## src/rtl/pipe_io_ctrl.sv

```systemverilog
// pipe_io_ctrl: memory-mapped I/O responder on the MEM-stage data bus.
//
// The block decodes byte addresses 0x80-0xFF as the I/O region. Reads are
// combinational, so the MEM stage can mux rdata in the same cycle as a RAM
// read. Stores are committed on the rising clock edge.
//
// The block owns the board I/O state:
//   - synchronised switches
//   - synchronised and debounced keys
//   - sticky key-press events
//   - the LED register
//   - six registered 7-segment digit drivers
//
// Ports:
//   clock      rising-edge clock
//   resetn     asynchronous active-low reset
//   addr       byte address from the MEM stage
//   wdata      store data
//   we         store enable
//   io_sel     1 when addr lies in the I/O region
//   rdata      read data; valid while io_sel = 1, otherwise 0
//   sw         raw slide switches (asynchronous)
//   key[3:1]   raw push buttons, active-low (asynchronous)
//   led        LED register
//   hex0..hex5 7-segment drive, active-low, bit order gfedcba
//
// Register map (word offset = addr[6:2]; addr[1:0] is ignored):
//   0x80 SW      RO    {22'b0, sw_sync}
//   0x84 KEYLVL  RO    {28'b0, kdb[3:1], 1'b0}
//   0x88 KEYEVT  RW1C  {28'b0, evt[3:1], 1'b0}
//   0x8C LED     RW    {22'b0, led}
//   0x90 HEXVAL  RW    {8'b0, hv[23:0]}
//   0x94 HEXEN   RW    {26'b0, en[5:0]}
//   0x98 CYCLES  RO    free-running 32-bit counter
//
// Bus handshake: there is no valid/ready pair. A store is accepted
// unconditionally on any edge where we & io_sel. A read is always ready and
// has no side effects.
module pipe_io_ctrl #(
    parameter int DEBOUNCE_CYCLES = 500000
) (
    input  logic        clock,
    input  logic        resetn,
    input  logic [31:0] addr,
    input  logic [31:0] wdata,
    input  logic        we,
    output logic        io_sel,
    output logic [31:0] rdata,
    input  logic [9:0]  sw,
    input  logic [3:1]  key,
    output logic [9:0]  led,
    output logic [6:0]  hex0,
    output logic [6:0]  hex1,
    output logic [6:0]  hex2,
    output logic [6:0]  hex3,
    output logic [6:0]  hex4,
    output logic [6:0]  hex5
);

    localparam int CNT_W = 20;
    localparam logic [CNT_W-1:0] CNT_LAST = CNT_W'(DEBOUNCE_CYCLES - 1);

    localparam logic [4:0] OFF_SW     = 5'h00;
    localparam logic [4:0] OFF_KEYLVL = 5'h01;
    localparam logic [4:0] OFF_KEYEVT = 5'h02;
    localparam logic [4:0] OFF_LED    = 5'h03;
    localparam logic [4:0] OFF_HEXVAL = 5'h04;
    localparam logic [4:0] OFF_HEXEN  = 5'h05;
    localparam logic [4:0] OFF_CYCLES = 5'h06;

    logic [4:0]       offset;
    logic             wr_en;
    logic [9:0]       sw_meta;
    logic [9:0]       sw_sync;
    logic [3:1]       k_meta;
    logic [3:1]       ksync;
    logic [3:1]       kdb;
    logic [3:1]       kdb_d;
    logic [CNT_W-1:0] cnt [3:1];
    logic [3:1]       evt;
    logic [3:1]       evt_clr;
    logic [23:0]      hv;
    logic [5:0]       en;
    logic [31:0]      cycles;

    // Upper store-data bits and the byte lane are intentionally ignored.
    logic unused_bits;
    assign unused_bits = ^{wdata[31:24], addr[1:0]};

    assign offset = addr[6:2];
    assign io_sel = (addr[31:8] == 24'd0) && addr[7];
    assign wr_en  = we && io_sel;

    // Active-low 7-segment decode; a disabled digit is fully dark.
    function automatic logic [6:0] seg7(input logic [3:0] d, input logic on);
        logic [6:0] s;
        case (d)
            4'h0: s = 7'b1000000;
            4'h1: s = 7'b1111001;
            4'h2: s = 7'b0100100;
            4'h3: s = 7'b0110000;
            4'h4: s = 7'b0011001;
            4'h5: s = 7'b0010010;
            4'h6: s = 7'b0000010;
            4'h7: s = 7'b1111000;
            4'h8: s = 7'b0000000;
            4'h9: s = 7'b0010000;
            4'hA: s = 7'b0001000;
            4'hB: s = 7'b0000011;
            4'hC: s = 7'b1000110;
            4'hD: s = 7'b0100001;
            4'hE: s = 7'b0000110;
            default: s = 7'b0001110;
        endcase
        return on ? s : 7'b1111111;
    endfunction

    // Two-flop synchronisers. Keys are inverted so that 1 means pressed.
    always_ff @(posedge clock or negedge resetn) begin
        if (!resetn) begin
            sw_meta <= '0;
            sw_sync <= '0;
            k_meta  <= '0;
            ksync   <= '0;
        end else begin
            sw_meta <= sw;
            sw_sync <= sw_meta;
            k_meta  <= ~key;
            ksync   <= k_meta;
        end
    end

    // Debounce: kdb flips only after DEBOUNCE_CYCLES consecutive edges of
    // disagreement with the synchronised level. Any agreement restarts the
    // count.
    always_ff @(posedge clock or negedge resetn) begin
        if (!resetn) begin
            kdb   <= '0;
            kdb_d <= '0;
            for (int i = 1; i <= 3; i++) begin
                cnt[i] <= '0;
            end
        end else begin
            kdb_d <= kdb;
            for (int i = 1; i <= 3; i++) begin
                if (ksync[i] == kdb[i]) begin
                    cnt[i] <= '0;
                end else if (cnt[i] == CNT_LAST) begin
                    kdb[i] <= ~kdb[i];
                    cnt[i] <= '0;
                end else begin
                    cnt[i] <= cnt[i] + 1'b1;
                end
            end
        end
    end

    // Sticky press events. The set term is OR'd in after the clear, so a
    // press arriving on the same edge as a write-1-to-clear is kept.
    assign evt_clr = (wr_en && (offset == OFF_KEYEVT)) ? wdata[3:1] : 3'b000;

    always_ff @(posedge clock or negedge resetn) begin
        if (!resetn) begin
            evt <= '0;
        end else begin
            evt <= (evt & ~evt_clr) | (kdb & ~kdb_d);
        end
    end

    // Writable registers and the free-running cycle counter.
    always_ff @(posedge clock or negedge resetn) begin
        if (!resetn) begin
            led    <= '0;
            hv     <= '0;
            en     <= '0;
            cycles <= '0;
        end else begin
            cycles <= cycles + 32'd1;
            if (wr_en) begin
                case (offset)
                    OFF_LED:    led <= wdata[9:0];
                    OFF_HEXVAL: hv  <= wdata[23:0];
                    OFF_HEXEN:  en  <= wdata[5:0];
                    default:    ;
                endcase
            end
        end
    end

    // Registered digit drivers. They lag HEXVAL/HEXEN by one edge.
    always_ff @(posedge clock or negedge resetn) begin
        if (!resetn) begin
            hex0 <= 7'b1111111;
            hex1 <= 7'b1111111;
            hex2 <= 7'b1111111;
            hex3 <= 7'b1111111;
            hex4 <= 7'b1111111;
            hex5 <= 7'b1111111;
        end else begin
            hex0 <= seg7(hv[3:0],   en[0]);
            hex1 <= seg7(hv[7:4],   en[1]);
            hex2 <= seg7(hv[11:8],  en[2]);
            hex3 <= seg7(hv[15:12], en[3]);
            hex4 <= seg7(hv[19:16], en[4]);
            hex5 <= seg7(hv[23:20], en[5]);
        end
    end

    // Combinational read mux. Unmapped offsets and non-I/O addresses read 0.
    always_comb begin
        rdata = '0;
        if (io_sel) begin
            case (offset)
                OFF_SW:     rdata = {22'd0, sw_sync};
                OFF_KEYLVL: rdata = {28'd0, kdb, 1'b0};
                OFF_KEYEVT: rdata = {28'd0, evt, 1'b0};
                OFF_LED:    rdata = {22'd0, led};
                OFF_HEXVAL: rdata = {8'd0, hv};
                OFF_HEXEN:  rdata = {26'd0, en};
                OFF_CYCLES: rdata = cycles;
                default:    rdata = '0;
            endcase
        end
    end

endmodule

```

## config.mk

```make
export PLATFORM = sky130hd
export DESIGN_NAME = pipe_io_ctrl
export DESIGN_NICKNAME = d
export VERILOG_FILES = /design/src/rtl/pipe_io_ctrl.sv
export SDC_FILE = /design/constraint.sdc
export NUM_CORES = 1
export LEC_CHECK = 0
export BUFFER_PORTS_ARGS = -buffer_cell sky130_fd_sc_hd__buf_4
export CAP_MARGIN = 5
export CORE_MARGIN = 2
export CORE_UTILIZATION = 25
export CTS_CLUSTER_DIAMETER = 40
export DETAILED_ROUTE_END_ITERATION = 8
export PLACE_DENSITY_LB_ADDON = 0.1
export SYNTH_ARGS = -nofsm -noshare
export SYNTH_HDL_FRONTEND = slang
export SYNTH_SLANG_ARGS = --single-unit
```

## constraint.sdc

```tcl
create_clock -name clock -period 2.7 [get_ports clock]
set_input_delay 0.54 -clock clock [delete_from_list [all_inputs] [get_ports clock]]
set_output_delay 0.54 -clock clock [all_outputs]
set_load 0.02 [all_outputs]
```

# Word-level counts from Yosys, hierarchy flattened
# Memories as Yosys holds them, arrays and structs flattened.
# Index checks and enable logic that the tools add are counted.
[word_totals] romBits=672 latch_bits=0 wordCells=82 reg_bits=209 output_inout_bits=85 n_memories=6 ram_bits=0
[mem_list] memory="(no name shown)" depth=16 width=7 read_ports=1 rd_clocked_by_memory_dff=0 write_ports=0 line="97" rtl="case (d)"
[mem_list] memory="(no name shown)" depth=16 width=7 read_ports=1 rd_clocked_by_memory_dff=0 write_ports=0 line="97"
[mem_list] memory="(no name shown)" depth=16 width=7 read_ports=1 rd_clocked_by_memory_dff=0 write_ports=0 line="97"
[mem_list] memory="(no name shown)" depth=16 width=7 read_ports=1 rd_clocked_by_memory_dff=0 write_ports=0 line="97"
[mem_list] memory="(no name shown)" depth=16 width=7 read_ports=1 rd_clocked_by_memory_dff=0 write_ports=0 line="97"
[mem_list] memory="(no name shown)" depth=16 width=7 read_ports=1 rd_clocked_by_memory_dff=0 write_ports=0 line="97"
[classes] multipliers=0 reduce_logical=11 n_addsub=4 eq_ne=12 n_lt_le_gt_ge=0 mux=15 div=0 n_shift=0 bitwise_logic=12
[ops] operator="one-hot mux 32 bit (7 select lines)" count=1
[ops] operator="two-way mux 20 bit" count=6
[ops] operator="adder 20 x 1 -> 20 bit (second input constant)" count=3
[ops] operator="equality test 20 x 19 -> 1 bit (second input constant)" count=3
[ops] operator="two-way mux 7 bit" count=6
[ops] operator="adder 32 x 1 -> 32 bit (second input constant)" count=1
[ops] operator="two-way mux 32 bit" count=1
[ops] operator="logical NOT 24 bit" count=1
[ops] operator="equality test 5 x 3 -> 1 bit (second input constant)" count=3
[ops] operator="AND reduction 2 bit" count=6
[ops] operator="equality test 5 x 2 -> 1 bit (second input constant)" count=2
[ops] operator="inverter 3 bit" count=3
[ops] operator="bitwise AND 3 bit" count=2
[ops] operator="inverter 1 bit" count=6
[ops] operator="equality test 5 x 1 -> 1 bit (second input constant)" count=1
[ops] operator="logical NOT 5 bit" count=1
[ops] operator="equality test 1 bit" count=3
[ops] operator="logical AND 1 bit" count=3
[ops] operator="two-way mux 3 bit" count=1
[ops] operator="OR 3 bit" count=1

# Depth between registers and ports, before layout
# Gate-level depths: netlist of run 1.
[logic_depth] depth_word=8 ltp_mapped=7

# Worst setup path after synthesis of run 1
# OpenSTA, ideal clock, no wires.
[synth_path] path_kind="input port to output port" from="in addr[3]" to="out rdata[4]" path_slack_ns=0.038 t_required_ns=2.160 path_stages=6 n_path_buf=2 arrival_ns=2.122 cell_sequence="clkbuf_1 nor2b_1 and3_1 clkbuf_1 a222oi_1 a21oi_1"
[synth_via] elab_chain_cells=3
[synth_lines] element="from (decl)" line="44" rtl="input logic [31:0] addr,"
[synth_lines] element="equality test 5 x 3 -> 1 bit (tied with other cells)" line="213" rtl="case (offset)"
[synth_lines] element="one-hot mux 32 bit (7 select lines) (*)" line="213"
[synth_lines] element="two-way mux 32 bit (*)" line="212" rtl="if (io_sel) begin"
[synth_lines] element="to (decl)" line="48" rtl="output logic [31:0] rdata,"
# Mark *: on every way between the ends. The rest lies on a longest branch, timed or not.

# Worst setup path in the final report of run 1
[layout_path] from="in addr[9]" to="out rdata[1]"
[layout_via] elab_chain_cells=3
[layout_lines] element="logical NOT 24 bit" line="91" rtl="assign io_sel = (addr[31:8] == 24'd0) && addr[7];"
[layout_lines] element="logical AND 1 bit" line="91"
[layout_lines] element="two-way mux 32 bit" line="212"
# Every way passes these cells.

==> results of run 1 <==
-- area by class of cell --
type                    instances  area, µm²  area share
multi-input cells             678       4810       0.347
clock buffers                  52       1140      0.0821
clock inverters                25        270      0.0195
flip-flops and latches        209       5280       0.381
inverters                      41        154      0.0111
well taps                     532        666      0.0480
repair buffers                195       1550       0.112
-- timing repair --
action	CTS	global route
hold buffers	1	0
pin swaps	0	2
endpoints found under the setup margin	13	32
gates resized for setup	8	6
buffers inserted	1	0
hold endpoints to repair	37	0
-- worst reg2reg max path: stages (launching register included) --
cell and delay [ns]:
dfrtp_1 0.39, ha_1 0.27, nand4_4 0.15, or4_1 0.71, or4_1 0.51, a21oi_1 0.15
-- synth_stat cells, types with 9 or more instances --
master and n:
a22oi_1 16, nand2b_1 12, a21oi_1 33, nand2_1 72, o211ai_1 44, nor2_1 76
nand3_1 41, and4_1 9, o21ai_0 24, ha_1 40, nor2b_1 11, inv_1 41
dfstp_2 42, clkbuf_1 42, or4_1 15, dfrtp_1 167, xnor2_1 40, nand4_1 21
nor4_1 17, and2_1 13, o21a_1 12, xor2_1 26, nor3_1 21, o31ai_1 14
mux2_2 50, or3_1 15
-- power by group --
group / total (mW) / internal [mW] / switching, mW
clock: 5.14 / 3.32 / 1.82
sequential: 3.19 / 3.17 / 0.0201
combinational: 0.275 / 0.119 / 0.156
-- registers in the layout (all words and copies together) (netlist names), 6 cells and up --
name and flops:
hex0 7, hex2 7, led 10, sw_sync 10, cnt 60, en 6
sw_meta 10, cycles 32, hex4 7, hv 24, hex3 7, hex5 7
hex1 7
-- per-stage QoR --
stage	std cells	cell area (µm²)	setup TNS, ns
after global routing	1732	13900	0
final	1732	13900	0
after global placement	1653	12400	-1.34
after CTS	1732	13800	-0.000565
after detailed placement	1653	12400	-0.649
after floorplan	982	10400	0
-- cells by family (layout without fill, tap and decap cells) --
logic type	after synthesis	after routing	share of synthesized area
compound gates	163	163	0.108
xor+xnor	66	66	0.0557
fa+ha+maj	40	40	0.0483
buf+inv	95	313	0.0351
flops	209	209	0.509
mux	60	60	0.0664
simple gates	349	349	0.177
-- layer usage --
metal | vias to the layer above | routed length, µm | track usage
li1 | 3888 | - | -
met1 | 3816 | 13400 | 0.180
met2 | 144 | 13100 | 0.210
met3 | 52 | 1470 | 0.0300
met4 | 4 | 587 | 0.0474
met5 | - | 29 | 0
-- final timing paths --
check | endpoint | start | depth (start not counted)
max in group asynchronous | hex4[4]$_DFF_PN1_ | resetn | 3
setup / recovery | rdata[1] | addr[9] | 9
min in group asynchronous | hv[10]$_DFFE_PN0P_ | resetn | 2
hold / removal | sw_meta[9]$_DFF_PN0_ | sw[9] | 1
setup reg to reg | cnt[58]$_DFF_PN0_ | cnt[40]$_DFF_PN0_ | 5
hold reg to reg | ksync[1]$_DFF_PN0_ | k_meta[1]$_DFF_PN0_ | 0
==> results.md, run 1 <==
- Worst EP required: 2.16 ns
- Total power draw: 8.61 mW
- Final period demand of the worst path: 2.61 ns
- Commonest non-fill, non-tap cell in the layout: buf_4
- DR WL/cell: 16.5 µm
- Initial Utilization: 0.253
- Pin count of the biggest net entering global routing: 66
- Critical path's top delay family: buffers and inverters
- Top cells by area, synth: dfrtp_1 40%, dfstp_2 11%, mux2_2 5.4%
- Later-pin clock latency in the skew report: around 0.55 ns
- Status: finished, final reports clean
- Post-synth ARST share: 1.00
- Diode count: 0
- Final setup viols: 0
- Hold_ws: just over 0.1 ns
- Post-route DRC: 0
- Post-DP HPWL: 20500 µm
- CP Buf/Inv Count: 5
- Post-DR vias/cell: roughly 4.6
- First-pass GRT wire length: 45700 µm
- Mapped Cells: 982
- Top Ports: 165
- CTS tree: done
- # rows: 74
- Overflow after GRT: 0
- Final WL: 28500 µm
- Via total after detailed routing: about 7900
- FF-to-FF setup slack: around 0.46 ns
- Hold Violations, Final: 0
- Drt first pass iters: 4
- Die Wd: 208 µm
- Crit share post-route: 0.966
- Worst path arrival time: 2.07 ns
- Area of the mapped netlist: 10400 µm²
- LEAKAGE: 5.76 nW
- VDD IR-drop max: about 0.32 mV
- Routability cong.: 0.755
- Crit end category: output pin
- Top FF cell, synth: dfrtp_1
- Initial antenna violation count: 2
- Yosys top cell area share: 0.403
- Total clock sinks: 209
- Port Buf Inserts: 154
- Pwr Density: 621 nW/µm²
- Die area: 43100 µm²
- H-tree depth: 2
- Fin util: 0.339
- Yosys Warn Count: 0
- RSZ-0062 raised after global routing: false
- Longest Clk Path Bufs: 3
- Unique masters post-synth: 45
- Total GRT Usage: 0.134
- Proportion of layout cells with a drive suffix above 1: 0.318
- Reg clk slew, reported paths: 0.05 ns
- Most used cell along the critical path: buf_4
- Max Cap Viol: 0
- Initial drt markers: about 330
- CTS root buffer: clkbuf_16
- Fmax achieved: approximately 0.38 GHz
- Die Height: 208 µm
- Setup ws final: 0.0908 ns
- Register bit total from synthesis: 209
- Number of global-route vias before repair: 7887
- Sequential-to-total area share from yosys stat: 0.509
- Hold crit path type: in2reg
- Startpoint types: input port
- TritonCTS Buffers: 42
- Yosys top cell by area: dfrtp_1
- Cells along the critical path: buf_4 > nor4b_2 > buf_4 > and4_4 > nand4_1 > buf_6 > a211oi_1 > buf_4 > buf_4
- Area delta synth->final: 33.8%
- Slew Limit Fails: 0
- Most frequent cells in the layout: 186 x buf_4, 167 x dfrtp_1, 76 x nor2_1
- Slew @ Worst Pin: 0.714 ns
- Clk_skew: 0.0134 ns
- Antenna-violating nets left: 0
- Core area: 40900 µm²
- Slowest stage delay, CP: about 0.25 ns
- Slowest cell on crit path: nor4b_2
- Final net count: 1287
- Pre-CTS setup slack: -0.132 ns
- Synthesized Nets: 1102
- Syn avg cell area: 10.6 µm²
- Critical Path Fanout Max: 5
- Filler Cells Inserted: roughly 4200
- EDFF count, synth: 0
- Slew headroom: 0.522
- Kind of critical path: in2out
No activity file was read; power rests on OpenSTA's default activity.
==> inputs of run 2 (changes only) <==
--- a/config.mk
+++ b/config.mk
@@ -5,6 +5,7 @@
 export SDC_FILE = /design/constraint.sdc
 export NUM_CORES = 1
 export LEC_CHECK = 0
+export ABC_AREA = 1
 export BUFFER_PORTS_ARGS = -buffer_cell sky130_fd_sc_hd__buf_4
 export CAP_MARGIN = 5
 export CORE_MARGIN = 2
==> run 2 against run 1 <==
Effect of this change:
- die area increased by 8.6%
- worst hold slack lost 0.011 ns
- clock skew increased by 0.0072 ns
- final cell count is 28% higher
- setup slack better by 0.061 ns
- routed wire length up 19%
- sequential cell count did not move
- largest cell class unchanged
- largest power group unchanged
==> results.md, run 2 <==
- Slew Limit Fails: 0 (unchanged)
- Post-synthesis adder-cell area fraction: 0.0444 (-0.00389)
- Yosys top cell area share: 0.370 (-0.0325)
- Worst EP required: 2.16 ns (about the same)
- Most frequent cell after synthesis: nand2_1
- Hold_ws: 0.0902 ns (-0.0106 ns)
- TritonCTS Buffers: 46 (+9.5%)
- Sequential-to-total area share from yosys stat: 0.468 (-0.0411)
- Main combinational cell family by area after synthesis: simple AND/OR/NAND/NOR gates
- # rows: 77 (+4.1%)
- Synth cell count leaders: 371 x nand2_1, 174 x nor2_1, 167 x dfrtp_1
- Total clock sinks: 209 (unchanged)
- Most frequent cells in the layout: 371 x nand2_1, 173 x nor2_1, 171 x buf_4
- CTS tree: done
- Critical Path Fanout Max: 11 (+6)
- VDD IR-drop max: 0.432 mV (+35%)
- Clk_skew: 0.0206 ns (+0.00715 ns)
- Unique masters post-synth: 41 (-8.9%)
- Core area: 44400 µm² (+8.5%)
- Proportion of layout cells with a drive suffix above 1: 0.215 (-0.103)
- Fin util: 0.336 (-0.00277)
- Final period demand of the worst path: 2.55 ns (-0.0615 ns)
- Later-pin clock latency in the skew report: 0.57 ns (+0.02 ns)
- Initial drt markers: 611 (+88%)
- Drt first pass iters: 4 (unchanged)
- Top cells by area, synth: dfrtp_1 37%, nand2_1 12%, dfstp_2 9.8%
- Largest regs: cnt x60, cycles x32, hv x24
- Slowest stage delay, CP: 0.24 ns (about the same)
- Final net count: 1708 (+33%)
- Slew @ Worst Pin: 0.535 ns (-0.180 ns)
- Routability cong.: 0.841 (+11%)
- Commonest non-fill, non-tap cell in the layout: nand2_1
- Post-DP HPWL: 25100 µm (+22%)
- Area of the mapped netlist: 11300 µm² (+8.8%)
- RSZ-0062 raised after global routing: true
- Switching share of power: 0.226 (-0.00569)
- Comb pwr share: 0.030 (-0.002)
- Synthesized Nets: 1520 (+38%)
- Mux cell area share after synthesis: 0 (-0.0664)
- Xor/xnor cell area share of the yosys netlist: 0.0380 (-0.0177)
- Reg clk slew, reported paths: 0.04 ns (about the same)
- Final WL: 33900 µm (+19%)
- Post-synth ARST share: 1.00 (unchanged)
- Post CTS Setup Buffer Count: 0 (-1)
- Part of the power in registers: 0.346 (-0.025)
- Initial antenna violation count: 0 (-2)
- Port Buf Inserts: 154 (unchanged)
- Yosys top cell by area: dfrtp_1
- Total GRT Usage: 0.148 (+0.0148)
- Post-synthesis simple-gate area fraction: 0.308 (+0.131)
- Die Wd: 216 µm (+4.2%)
- Most used cell along the critical path: buf_4
- Hold Violations, Final: 0 (unchanged)
- Max Cap Viol: 0 (unchanged)
- Syn avg cell area: 8.06 µm² (-24%)
- Psw: 2.09 mW (+4.6%)
- EDFF count, synth: 0 (unchanged)
- Clk network pwr share: 0.624 (+0.027)
- Die Height: 216 µm (+4.2%)
- Top FF cell, synth: dfrtp_1
- Kind of critical path: in2out
- Int Pwr: 7.14 mW (+8.0%)
- Total negative slack: 0 ns (unchanged)
- LEAKAGE: 6.48 nW (+12%)
- H-tree depth: 2 (unchanged)
- Pin count of the biggest net entering global routing: 61 (-7.6%)
- CTS root buffer: clkbuf_16
- FF-to-FF setup slack: 0.93 ns (+0.47 ns)
- Top Ports: 165 (unchanged)
- Via total after detailed routing: 9862 (+25%)
- Hold crit path type: in2reg
- DR WL/cell: 15.3 µm (-7.2%)
- Slew headroom: 0.644 (+0.122)
- Hold path startpoint: sw[1]
- Synth Area in Compound Gates: 0.0718 (-0.0360)
- CP Buf/Inv Count: 3 (-2)
- Crit end category: output pin
- Die area: 46800 µm² (+8.6%)
- Setup ws final: 0.152 ns (+0.0615 ns)
- Yosys Warn Count: 0 (unchanged)
- Final setup viols: 0 (unchanged)
- DP Area: 13300 µm² (+7.4%)
- Largest reg by FF count: cnt
- Area delta synth->final: 32.4%
- Register bit total from synthesis: 209 (unchanged)
- Slowest cell on crit path: a21oi_2
- Post-route DRC: 0 (unchanged)
- Final instance area: 14900 µm² (+7.6%)
- Critical path origin: addr[5]
- Pre-CTS setup slack: 0.0307 ns (+0.162 ns)
- Initial Utilization: 0.254 (+0.000571)
- Post-DR vias/cell: 4.45 (-2.6%)
- Number of global-route vias before repair: 10023 (+27%)
- Mapped Cells: 1400 (+43%)
- Diode count: 0 (unchanged)
- Startpoint types: input port
- Max reg flops: 60 (unchanged)
- Pwr Density: 618 nW/µm² (-0.41%)
- Status: finished, final reports clean
- First-pass GRT wire length: 55200 µm (+21%)
- FF-to-FF Start: cycles[0]$_DFF_PN0_
- Worst path arrival time: 2.01 ns (-0.06 ns)
- Antenna-violating nets left: 0 (unchanged)
- Crit share post-route: 0.944 (-0.0228)
- Longest Clk Path Bufs: 3 (unchanged)
- Cells along the critical path: buf_4 > nor2_4 > nand2_1 > nor2_1 > buf_4 > nand2_1 > o21ai_0 > nor2_1 > a21oi_2 > buf_4
- Critical path's top delay family: simple AND/OR/NAND/NOR gates
- Overflow after GRT: 0 (unchanged)
- Fmax achieved: 0.393 GHz (+2.4%)
[run 2: cell types whose count changed after synthesis, moves of 16 or more]
cell      before  now
inv_1         41  145
a21oi_2        0   16
nand3_1       41   90
o211ai_1      44   12
o21ai_0       24   41
clkbuf_1      42   21
nor4_1        17    0
mux2_2        50    0
nand2_1       72  371
xnor2_1       40    8
nand4_1       21   76
a22oi_1       16    0
nor3_1        21   43
nor2_1        76  174
[run 2: cell type report]
class / count / area [µm²]
clock buffers: 61 / 1330
flip-flops and latches: 209 / 5290
fillers: 4710 / 29500
repair buffers: 182 / 1490
multi-input cells: 998 / 5220
clock inverters: 25 / 293
inverters: 151 / 572
well taps: 592 / 741
[run 2: logic make-up (layout without fill, tap and decap cells)]
logic type | Yosys count | in the layout
AND/OR/NAND/NOR | 783 | 783
flip-flops | 209 | 209
buffers and inverters | 193 | 419
AO/OA/AOI/OAI | 126 | 126
XOR/XNOR | 49 | 49
adder cells (fa/ha/maj) | 40 | 40
[run 2: through the flow]
| stage | std cells | power, mW |
|---|---|---|
| detailed placement | 2131 | 3.52 |
| floorplan | 1400 | 3.30 |
| finish | 2218 | 9.23 |
| global placement | 2131 | 3.52 |
| global route | 2218 | 9.62 |
| CTS | 2218 | 9.44 |
[run 2: per-layer routing]
metal / vias up / track usage / wire length (µm)
met5: - / 0 / 0
met4: 0 / 0.0527 / 939
met3: 67 / 0.0334 / 1680
met2: 204 / 0.229 / 15100
met1: 4617 / 0.203 / 16100
li1: 4974 / - / -
[run 2: final timing paths]
check                                        to  depth (start not counted)
max                                    rdata[4]                         10
min                        sw_meta[1]$_DFF_PN0_                          1
max reg2reg                cycles[18]$_DFF_PN0_                          7
min reg2reg                  ksync[1]$_DFF_PN0_                          0
max in group asynchronous  sw_sync[4]$_DFF_PN0_                          3
min in group asynchronous     en[5]$_DFFE_PN0P_                          2
[run 2: power groups by stage]
stage          Sequential (mW)  Clock [mW]  Combinational, mW
4_1_cts                   3.19        5.96              0.285
5_1_grt                   3.19        6.12              0.314
2_1_floorplan             3.23           0             0.0690
3_5_place_dp              3.24           0              0.283
3_3_place_gp              3.24           0              0.283
6_report                  3.19        5.76              0.275
[run 2: what timing repair did]
item / 4_1_cts / 5_1_grt
gates resized for setup: 1 / 6
hold buffers: 1 / 0
pin swaps: 0 / 1
setup endpoints to repair: 1 / 10
endpoints found under the hold margin: 41 / 0
